$ cat src/rtl/mux_1_4_en_s4.sv
// Four-to-one single-bit mux with active-high enable and a one-hot select view,
// plus a registered copy of both for downstream synchronous logic.
module mux_1_4_en_s4 (
    input  logic       clk,
    input  logic       rst_n,
    input  logic       en,
    input  logic [1:0] sel,
    input  logic [3:0] in,
    output logic       out,
    output logic [3:0] sel_oh,
    output logic       out_q,
    output logic [3:0] sel_oh_q
);

    // Stage 0: combinational select; the ternary lets an unknown en propagate as X
    always_comb begin
        sel_oh = en ? (4'b0001 << sel) : 4'b0000;
        out    = en ? in[sel] : 1'b0;
    end

    // Stage 1: registered copy, cleared asynchronously and reloaded every cycle
    always_ff @(posedge clk or negedge rst_n) begin
        if (!rst_n) begin
            out_q    <= 1'b0;
            sel_oh_q <= 4'b0000;
        end else begin
            out_q    <= out;
            sel_oh_q <= sel_oh;
        end
    end

endmodule

$ cat config.mk
export PLATFORM = sky130hd
export DESIGN_NAME = mux_1_4_en_s4
export DESIGN_NICKNAME = d
export VERILOG_FILES = /design/src/rtl/mux_1_4_en_s4.sv
export SDC_FILE = /design/constraint.sdc
export NUM_CORES = 1
export LEC_CHECK = 0
export CAP_MARGIN = 20
export CORE_AREA = 2 2 39 41
export DETAILED_ROUTE_END_ITERATION = 10
export DIE_AREA = 0 0 41 43
export PLACE_DENSITY_LB_ADDON = 0.15
export SLEW_MARGIN = 10
export SYNTH_ARGS = -nofsm -noshare
export SYNTH_HDL_FRONTEND = slang
export SYNTH_SLANG_ARGS = --single-unit
export TNS_END_PERCENT = 20
$ cat constraint.sdc
create_clock -name clk -period 1 [get_ports clk]
set_input_delay 0.15 -clock clk [delete_from_list [all_inputs] [get_ports clk]]
set_output_delay 0.15 -clock clk [all_outputs]
set_load 0.05 [all_outputs]
Word-level counts from Yosys, hierarchy flattened
Cells that the tools add are included.

Magnitude comparators: 1. Shifts and indexed selects: 1. Muxes and demuxes: 4.

Operator list (number): 2-to-1 mux 4 bit (1); left shift 1 x 2 -> 4 bit (first input constant) (1); less-than comparator 2 x 3 -> 1 bit (second input constant) (1); binary-select mux 1 bit (select 2 bit) (1); 2-to-1 mux 1 bit (2).

Register bits: 5. Bits of input ports: 9. Output and inout bits: 10.

Logic depth before layout (Yosys ltp)
Word-level depth: 3. Depth in mapped cells: 2. Mapped depth without buffers: 2.

Worst setup path before layout
Ideal clock, no wire load.

Kind: input port to flip-flop. From: input en. To: register out_q. Library setup time: 0.216 ns. Arrival: 1.205 ns. Data required time: 0.784 ns. Setup slack: -0.421 ns. Stages: 2. Path buffers: 0. Path through: or2b_1 -> o22ai_1.

Cells in the longest elaborated chain, start to end: 1.

Ends and longest elaborated chain: start, declared (line 6) `input logic en,`; 2-to-1 mux 1 bit (line 18) `out = en ? in[sel] : 1'b0;`; net out (line 9) `output logic out,`; end signal, assigned (line 27) `out_q <= out;`; end, declared (line 11) `output logic out_q,`.

The timed path passes the listed nets, and every way through them passes these cells.

Final worst setup path
From: input sel[1]. To: output out.

Cells in the longest elaborated chain, start to end: 3.

Ends and longest elaborated chain: start, declared (line 7) `input logic [1:0] sel,`; binary-select mux 1 bit (select 2 bit) (line 18); 2-to-1 mux 1 bit (not written as such) (line 18); 2-to-1 mux 1 bit (line 18); end, declared (line 9).

No other way between the ends. The select of a mux whose other input is x is not followed.

==> run_results.csv <==
group,metric,value,unit
global_route,track_usage,8.392,%
yosys,synth-seq-area-share,68.97,%
cts,cts.htree.levels,1,
detailed_routing,viasPerCell,3.649,
yosys,ys_types,7,
timing,drv_slew,0,
cts,clockRootBuffer,"clkbuf_4",
placed_design,dp_hpwl,460.4,um
timing,slew_headroom,82.00,%
final_layout,drive_above_1_share,63.41,%
yosys,syn-num-nets,24,
final_layout,fillers,133,
timing,finalSetupViolCount,1,
detailed_routing,drt_iter0_markers,1,
placed_design,pre_cts_ws,-0.5010,ns
timing,hold_ws,0.1248,ns
detailed_routing,postRouteWirelength,528,um
timing,rsz0062_at_grt,"yes",
final_layout,areaGrowthSynthToFinish,211.7,%
timing,finalCritPeriodShare,100.8,%
detailed_routing,firstDrtPassIters,2,
global_route,gr-total-overflow,0,
pwr,p_clk_share,33.1,%
run_status,status,"complete, but fails checks",
detailed_routing,route.detailed.drc,0,
floorplan,dieHeight,43,um
yosys,synth_area_leaders,"dfrtp_1 (69%), mux2i_1 (11%), nor2_1 (8.3%), or2b_1 (4.1%), o22ai_1 (3.4%)",
setup_path,setup.worst_path.start_class,"input port",
setup_path,cp.required,0.85,ns
final_layout,diodes,0,
yosys,syn-mean-instance-area,12.09,um2
pwr,leakagePower,0.2572,nW
pwr,power.switching,0.0001973,W
yosys,syn_inst,15,
global_route,grt_pass1_vias,225,
floorplan,row_count,14,
timing,hold_violations,0,
cts,clockBufferDepth,2,
global_route,antenna_found_initial,0,
detailed_routing,wl_per_cell,9.263,um
flow_run,drv_cap,0,
setup_path,path_class,"input port to output pin",
cts,cts_sinks,5,
floorplan,fp.dieW,41,um
detailed_routing,vias,208,
floorplan,fp.dieArea,1763,um2
run_status,violations,"setup timing",
cts,cts_made_buffers,3,
setup_path,crit_chain,"buf_6 -> or2b_4 -> o22ai_4 -> buf_12",
cts,ctsHoldBuffers,0,
yosys,ys_warn_count,0,
yosys,synth-seq-cells,5,
timing,timing.final.ws_setup,-0.007726,ns
final_layout,ff_latch_area,125.1,um2
floorplan,start_util,13.11,%
placed_design,gp_congestion,0.6003,
cts,cts_tree,"built",
timing,min_period,1.008,ns
setup_path,crit_path_end_kind,"output pin",
setup_path,worstPathArrival,0.86,ns
placed_design,io_buffers,18,
floorplan,ios,19,
yosys,synth_top_cell_by_area,"dfrtp_1",
timing,fmax,0.9923,GHz
pwr,internal_power,0.0004855,W
cts,clk_pin_slew,0.04,ns
floorplan,core,1384,um2
pwr,vdd_drop_max,0.0004309,V
pwr,combPwrFrac,34.6,%
setup_path,crit_slowest_cell,"or2b_4",
detailed_routing,detail-route-antenna-nets,0,
min_path,hp-class,"input port to async pin",
yosys,synthesis.area,181.4,um2
setup_path,critPathMaxFanout,3,
yosys,synth.top_cell.area_share,68.97,%
global_route,grt_max_degree,6,
global_route,grt_pass1_wl,869,um
pwr,p_seq_share,32.3,%
final_layout,final_nets,51,
final_layout,multiInputGateArea,82.58,um2
timing,tightest_slew,0.2691,ns
pwr,power_density,1207,nW/um2
pwr,p_sw_share,28.90,%
setup_path,cpPeakStageDelay,0.27,ns
-- cell usage after synthesis, drive strengths merged --
master / count
o22ai: 1
nor2: 4
nand2: 1
dfrtp: 5
or2b: 1
inv: 1
mux2i: 2
-- final cells by class --
cell class / count / share of cell area, %
timing repair buffer: 22 / 54.42
sequential: 5 / 22.12
clock buffer: 4 / 4.646
tap: 16 / 3.540
multi-input combinational: 9 / 14.60
inverter: 1 / 0.6637
-- what timing repair did --
action | CTS | global route
resized for setup | 25 | 0
setup buffers | 1 | 0
pin swaps | 1 | 0
cloned | 0 | 0
endpoints found under the setup margin | 7 | 4
-- layout by cell type, fill, tap and decap left out, types with 2 or more instances in the layout --
cell type         n
buf_12           10
dfrtp_1           5
clkdlybuf4s15_1   4
buf_4             4
clkbuf_4          3
nor2_2            2
mux2i_2           2
nor2_1            2
buf_6             2
-- flip-flops by register name, indices dropped and copies added (netlist names) --
signal,count
out_q,1
sel_oh_q,4
-- cells by family after synthesis --
group,after synthesis,share of synthesized area [%]
buffers and inverters,1,2.067
AOI/OAI and AO/OA,1,3.450
DFF,5,68.97
muxes,2,11.03
and+or+nand+nor,6,14.48
-- path summary, 6_finish.rpt --
kind                                to  startpoint
min                        sel_oh_q[2]       rst_n
min in group clk           sel_oh_q[1]      sel[1]
max in group asynchronous  sel_oh_q[1]       rst_n
max                                out      sel[1]
-- through the flow --
step / total power [W] / utilization (%) / cells / instance area, um2 / setup TNS [ns]
floorplan: 0.0003084 / - / 15 / 192.7 / -0.6296
global placement: 0.0004454 / 37.25 / 52 / 515.5 / -3.019
finish: 0.0006828 / 40.87 / 57 / 565.5 / -0.007726
global route: 0.0007241 / 40.87 / 57 / 565.5 / -0.1076
CTS: 0.0006972 / 40.87 / 57 / 565.5 / -0.01476
detailed placement: 0.0004486 / 37.25 / 52 / 515.5 / -3.263
-- power by group through the flow --
stage	Clock (W)	Combinational, W	Sequential [W]
6_report	0.000226	0.000236	0.000220
5_1_grt	0.000255	0.000248	0.000221
4_1_cts	0.000237	0.000239	0.000221
3_5_place_dp	0	0.000225	0.000223
3_3_place_gp	0	0.000222	0.000223
2_1_floorplan	0	0.0000566	0.000252
-- per-layer routing --
| layer | vias to the layer above | wire length, um | track usage [%] |
|---|---|---|---|
| met5 | - | 0 | 0 |
| met4 | 0 | 0 | 12.00 |
| met3 | 0 | 77 | 4.188 |
| met2 | 16 | 302 | 11.25 |
| met1 | 93 | 148 | 6.908 |
| li1 | 99 | - | - |
-- worst max-delay path: cells and delay by family --
family	cells	cell delay [ns]
and+or+nand+nor	1	0.27
buffers and inverters	2	0.25
AOI/OAI and AO/OA	1	0.18
(Power assumes the default switching activity.)
==> edit 1: new RTL, same settings <==
Make the reset (`rst_n`) synchronous in one clocked block. Comments in the files are not updated.
--- a/src/rtl/mux_1_4_en_s4.sv
+++ b/src/rtl/mux_1_4_en_s4.sv
@@ -20,5 +20,5 @@
 
     // Stage 1: registered copy, cleared asynchronously and reloaded every cycle
-    always_ff @(posedge clk or negedge rst_n) begin
+    always_ff @(posedge clk) begin
         if (!rst_n) begin
             out_q    <= 1'b0;
Function: differs if rst_n is asserted again (counterexample within 4 cycles, from zero or initial values and one cycle with rst_n low); with rst_n held inactive, the same outputs for 10 cycles.
==> edit 1 against the original RTL <==
- the run still ends with negative setup slack left
- design area shrank 2.7%
- global-route usage rose by 1.1 points
- maximum frequency down 16%
- first-iteration DRC count unchanged
- power decreased by 6.8%
- synthesized area rose by 17%
- utilization down 1.1 points
- die area unchanged
- largest power group is now clock
- sequential share of layout area is 3.9 points lower
- sequential cell count unchanged
- routed wire length increased by 19%
- worst setup slack got worse by 0.19 ns
==> edit 1: results (changes against the original RTL) <==
| Metric | Value |
|---|---|
| Sequential area share after synthesis | `47.1% (-22 points)` |
| DP Worst Slack | `-0.706 ns (-0.205 ns)` |
| Post-DR vias/cell | `3.97 (+8.7%)` |
| Initial DRC count | `1 (unchanged)` |
| Final setup violation count | `5 (+4)` |
| Largest net degree at the start of global routing | `9 (+3)` |
| Post-synth top cells | `dfxtp_1, nor3b_1, and3b_1, nand2_1` |
| Ys async rst share | `0% (-100 points)` |
| Crit path max-delay family | `multiplexers` |
| Yosys warnings | `0 (unchanged)` |
| Clock transition at the registers of the reported paths | `0.04 ns (about the same)` |
| Initial antenna violation count | `0 (unchanged)` |
| DP Area | `514 sq um (-0.24%)` |
| Fillers | `149 (+12%)` |
| PnR worst setup slack | `-0.196 ns (-0.188 ns)` |
| Pre-Repair DR Iteration Count | `2 (unchanged)` |
| Clock Path Buffers | `2 (unchanged)` |
| Worst vdd ir | `367 uV (-15%)` |
| Rel. slew slack | `87.0% (+5.0 points)` |
| First-pass GRT wire length | `1100 microns (+27%)` |
| WP data arrival | `1.05 ns (+0.19 ns)` |
| CTS buffer count | `3 (unchanged)` |
| Leakage | `0.238 nW (-7.5%)` |
| Number of diodes | `0 (unchanged)` |
| Synth top area cells | `dfxtp_1, mux4_2, nor3b_1` |
| Outcome | `complete, but fails checks` |
| Failing checks | `negative setup slack` |
| Setup_tns | `-0.585 ns (-0.578 ns)` |
| Maximum fanout along the worst path | `2 (-1)` |
| Critical-path top delay cell | `mux4_2` |
| Vias in the first global route | `258 (+15%)` |
| GRT Util Overall | `9.45% (+1.1 points)` |
| # H-tree levels | `1 (unchanged)` |
| Final HPWL DP | `544 microns (+18%)` |
| GPL Wtd Cong | `0.638 (+6.3%)` |
| Biggest regs | `sel_oh_q: 4 flops, out_q: 1 flops` |
| Top-area cell type share of the netlist area | `47.1% (-22 points)` |
| Clock root buffer | `clkbuf_4` |
| Layout cells sized above 1 | `60.5% (-2.9 points)` |
| Max-Cap Viols | `0 (unchanged)` |
| Layout Nets | `53 (+3.9%)` |
| Worst hold path type | `primary input to register` |
| WL per Instance | `10.6 microns (+15%)` |
| Synth unique cells | `12 (+5)` |
| CP max stage delay | `0.50 ns (+0.23 ns)` |
| Port Buffer Count | `18 (unchanged)` |
| Syn nets | `29 (+21%)` |
==> edit 1: changes by cell type in the layout (fill, tap and decap cells not counted), sizes merged, moves of 2 or more <==
cell,before,now
and3b,0,2
clkdlybuf4s15,4,0
dfrtp,5,0
dfxtp,0,5
dlygate4sd2,0,2
mux2i,2,0
nor2,4,1
nor3b,0,3
==> edit 1: per-layer routing <==
metal	wire length (microns)	track usage (%)	vias up	part of all wire [%]
met5	0	0	-	0
met4	0	6.00	0	0
met3	76	3.14	0	12
met2	375	15.9	14	60
met1	177	9.03	107	28
li1	-	-	113	-
==> edit 1: layout make-up <==
cell class / instances / area (sq um) / share of cell area [%]
tap: 16 / 20.0 / 3.64
multi-input combinational: 13 / 118 / 21.4
clock buffer: 4 / 26.3 / 4.77
timing repair buffer: 21 / 287 / 52.0
sequential: 5 / 100 / 18.2
==> edit 1: metrics by stage <==
step | hold WS (ns) | cells
after floorplan | 0.345 | 20
after global placement | 0.597 | 54
after detailed placement | 0.599 | 54
after CTS | 0.243 | 58
after global routing | 0.362 | 59
final | 0.340 | 59
==> edit 1: timing repair <==
action	4_1_cts	5_1_grt
gates resized for setup	25	1
setup endpoints to repair	6	5
buffers inserted	0	1
==> edit 1: final timing paths <==
| path | startpoint | to | depth (start not counted) |
|---|---|---|---|
| worst max-delay path | sel[0] | out | 4 |
| worst min-delay path | sel[0] | sel_oh_q[2]$_SDFF_PN0_ | 4 |
==> edit 1: cells by family (layout without fill, tap and decap cells) <==
family	count (synthesis)	count (layout)	share of synthesized area, %
flops	5	5	47.1
simple gates	12	12	35.3
buf+inv	2	25	7.06
mux	1	1	10.6
==> edit 1: power by group <==
part	switching (W)	internal (W)	total (W)
Combinational	0.0000962	0.000107	0.000203
Clock	0.0000715	0.000150	0.000222
Sequential	0.00000501	0.000207	0.000212
Total	0.000173	0.000464	0.000636
==> edit 2: new RTL, config.mk and constraints unchanged <==
Without the edit above. Remove the register `sel_oh_q`: a continuous assignment takes its place, so the output `sel_oh_q` follows one clock earlier.
--- a/src/rtl/mux_1_4_en_s4.sv
+++ b/src/rtl/mux_1_4_en_s4.sv
@@ -23,11 +23,11 @@
         if (!rst_n) begin
             out_q    <= 1'b0;
-            sel_oh_q <= 4'b0000;
         end else begin
             out_q    <= out;
-            sel_oh_q <= sel_oh;
         end
     end
 
+    assign sel_oh_q = sel_oh;
+
 endmodule
 
Function: changed (Yosys sat finds a counterexample within 4 cycles, from zero or initial values and one cycle with rst_n low).
==> edit 2 against the original RTL <==
- the run still ends with negative setup slack left
- routed wire length fell by 24%
- sequential cell count decreased by 4
- synthesized area down 39%
- power shrank 58%
- critical path depth unchanged
- utilization down 8.5 points
- design area decreased by 21%
- worst setup slack got worse by 0.015 ns
- die area is the same
- critical path type unchanged
- largest cell class unchanged
==> edit 2: results (changes against the original RTL) <==
| Metric | Value |
|---|---|
| Worst hold path type | `primary input to async pin` |
| GRT Util Overall | `5.50% (-2.9 points)` |
| Ys async rst share | `100% (unchanged)` |
| Maximum fanout along the worst path | `3 (unchanged)` |
| Setup_tns | `-0.0250 ns (-0.0173 ns)` |
| Synth unique cells | `8 (+1)` |
| Syn nets | `24 (unchanged)` |
| Initial antenna violation count | `0 (unchanged)` |
| DP Worst Slack | `-0.466 ns (+0.0349 ns)` |
| Post-synth EDFFs | `0 (unchanged)` |
| Number of diodes | `0 (unchanged)` |
| WP data arrival | `0.87 ns` |
| Layout Nets | `41 (-20%)` |
| Vias in the first global route | `160 (-29%)` |
| Clock transition at the registers of the reported paths | `0 ns (-0.04 ns)` |
| Biggest regs | `out_q: 1 flops` |
| Leakage | `0.177 nW (-31%)` |
| Layout cells sized above 1 | `73.3% (+9.9 points)` |
| Port Buffer Count | `18 (unchanged)` |
| CP Capture Point | `out` |
| WL per Instance | `8.72 microns (-5.9%)` |
| Largest net degree at the start of global routing | `5 (-1)` |
| Outcome | `complete, but fails checks` |
| Fillers | `138 (+3.8%)` |
| Sequential area share after synthesis | `22.5% (-46 points)` |
| Pre-Repair DR Iteration Count | `2 (unchanged)` |
| Final setup violation count | `3 (+2)` |
| Via count | `145 (-30%)` |
| Ys flop type | `dfrtp_1` |
| GPL Wtd Cong | `0.595 (-0.97%)` |
| Post-synth top cells | `buf_4, nor2_1, mux2i_1` |
| Crit path max-delay family | `simple AND/OR/NAND/NOR gates` |
| PnR worst setup slack | `-0.0226 ns (-0.0149 ns)` |
| Worst vdd ir | `161 uV (-63%)` |
| First-pass GRT wire length | `745 microns (-14%)` |
| Yosys warnings | `0 (unchanged)` |
| CP max stage delay | `0.28 ns` |
| Initial DRC count | `2 (+1)` |
| Synth top area cells | `buf_4, dfrtp_1, mux2i_1` |
| Critical Path Source | `sel[1]` |
| PnR Total Power | `0.000286 W (-58%)` |
| Critical-path top delay cell | `or2b_4` |
| Worst-margin pin slew | `0.284 ns (+0.0154 ns)` |
| Failing checks | `negative setup slack` |
==> edit 2: cell count changes after synthesis <==
cell / delta
buf_4: +4
dfrtp_1: -4
==> edit 2: report_power, final <==
part,switching [W],leakage (nW),internal [W]
registers,0.00000248,0.0130,0.0000444
clock network,0,0,0
logic,0.000121,0.164,0.000118
==> edit 2: layout make-up <==
class                      instances  area [sq um]  share of cell area [%]
tap                               16          20.0                    4.47
inverter                           1          3.75                   0.838
multi-input combinational          9           116                    26.0
timing repair buffer              19           283                    63.1
sequential                         1          25.0                    5.59
==> edit 2: logic make-up (layout without fill, tap and decap cells) <==
logic type      after synthesis  count (layout)  synth area share [%]
compound gates                1               1                  5.62
buf+inv                       5              20                  30.3
flops                         1               1                  22.5
mux                           2               2                  18.0
simple gates                  6               6                  23.6
==> edit 2: worst min path at each step <==
stage / from / endpoint / cells after the start
3_3_place_gp: rst_n / out_q$_DFF_PN0_ / 1
3_5_place_dp: rst_n / out_q$_DFF_PN0_ / 1
6_report: rst_n / out_q$_DFF_PN0_ / 1
5_1_grt: rst_n / out_q$_DFF_PN0_ / 1
2_1_floorplan: rst_n / out_q$_DFF_PN0_ / 0
4_1_cts: rst_n / out_q$_DFF_PN0_ / 1
==> edit 2: stage by stage <==
step	hold slack [ns]	utilization [%]	cell area, sq um	cells
final	0.303	32.4	448	46
after global routing	0.307	32.4	448	46
after CTS	0.307	31.7	439	46
after detailed placement	0.304	31.6	437	46
after global placement	0.303	31.6	437	46
after floorplan	-0.146	-	166	15
==> edit 2: timing repair <==
| action | 4_1_cts | 5_1_grt |
|---|---|---|
| endpoints found under the setup margin | 10 | 5 |
| pin swaps | 2 | 0 |
| resized for setup | 21 | 1 |
| hold endpoints to repair | 0 | 0 |
| setup buffers | 0 | 0 |
==> edit 2: routing by layer <==
| layer | up-vias | share of wire (%) | GRT usage [%] |
|---|---|---|---|
| li1 | 74 | - | - |
| met1 | 64 | 31 | 7.62 |
| met2 | 7 | 62 | 9.38 |
| met3 | 0 | 6.2 | 0.524 |
| met4 | 0 | 0 | 0 |
| met5 | - | 0 | 0 |
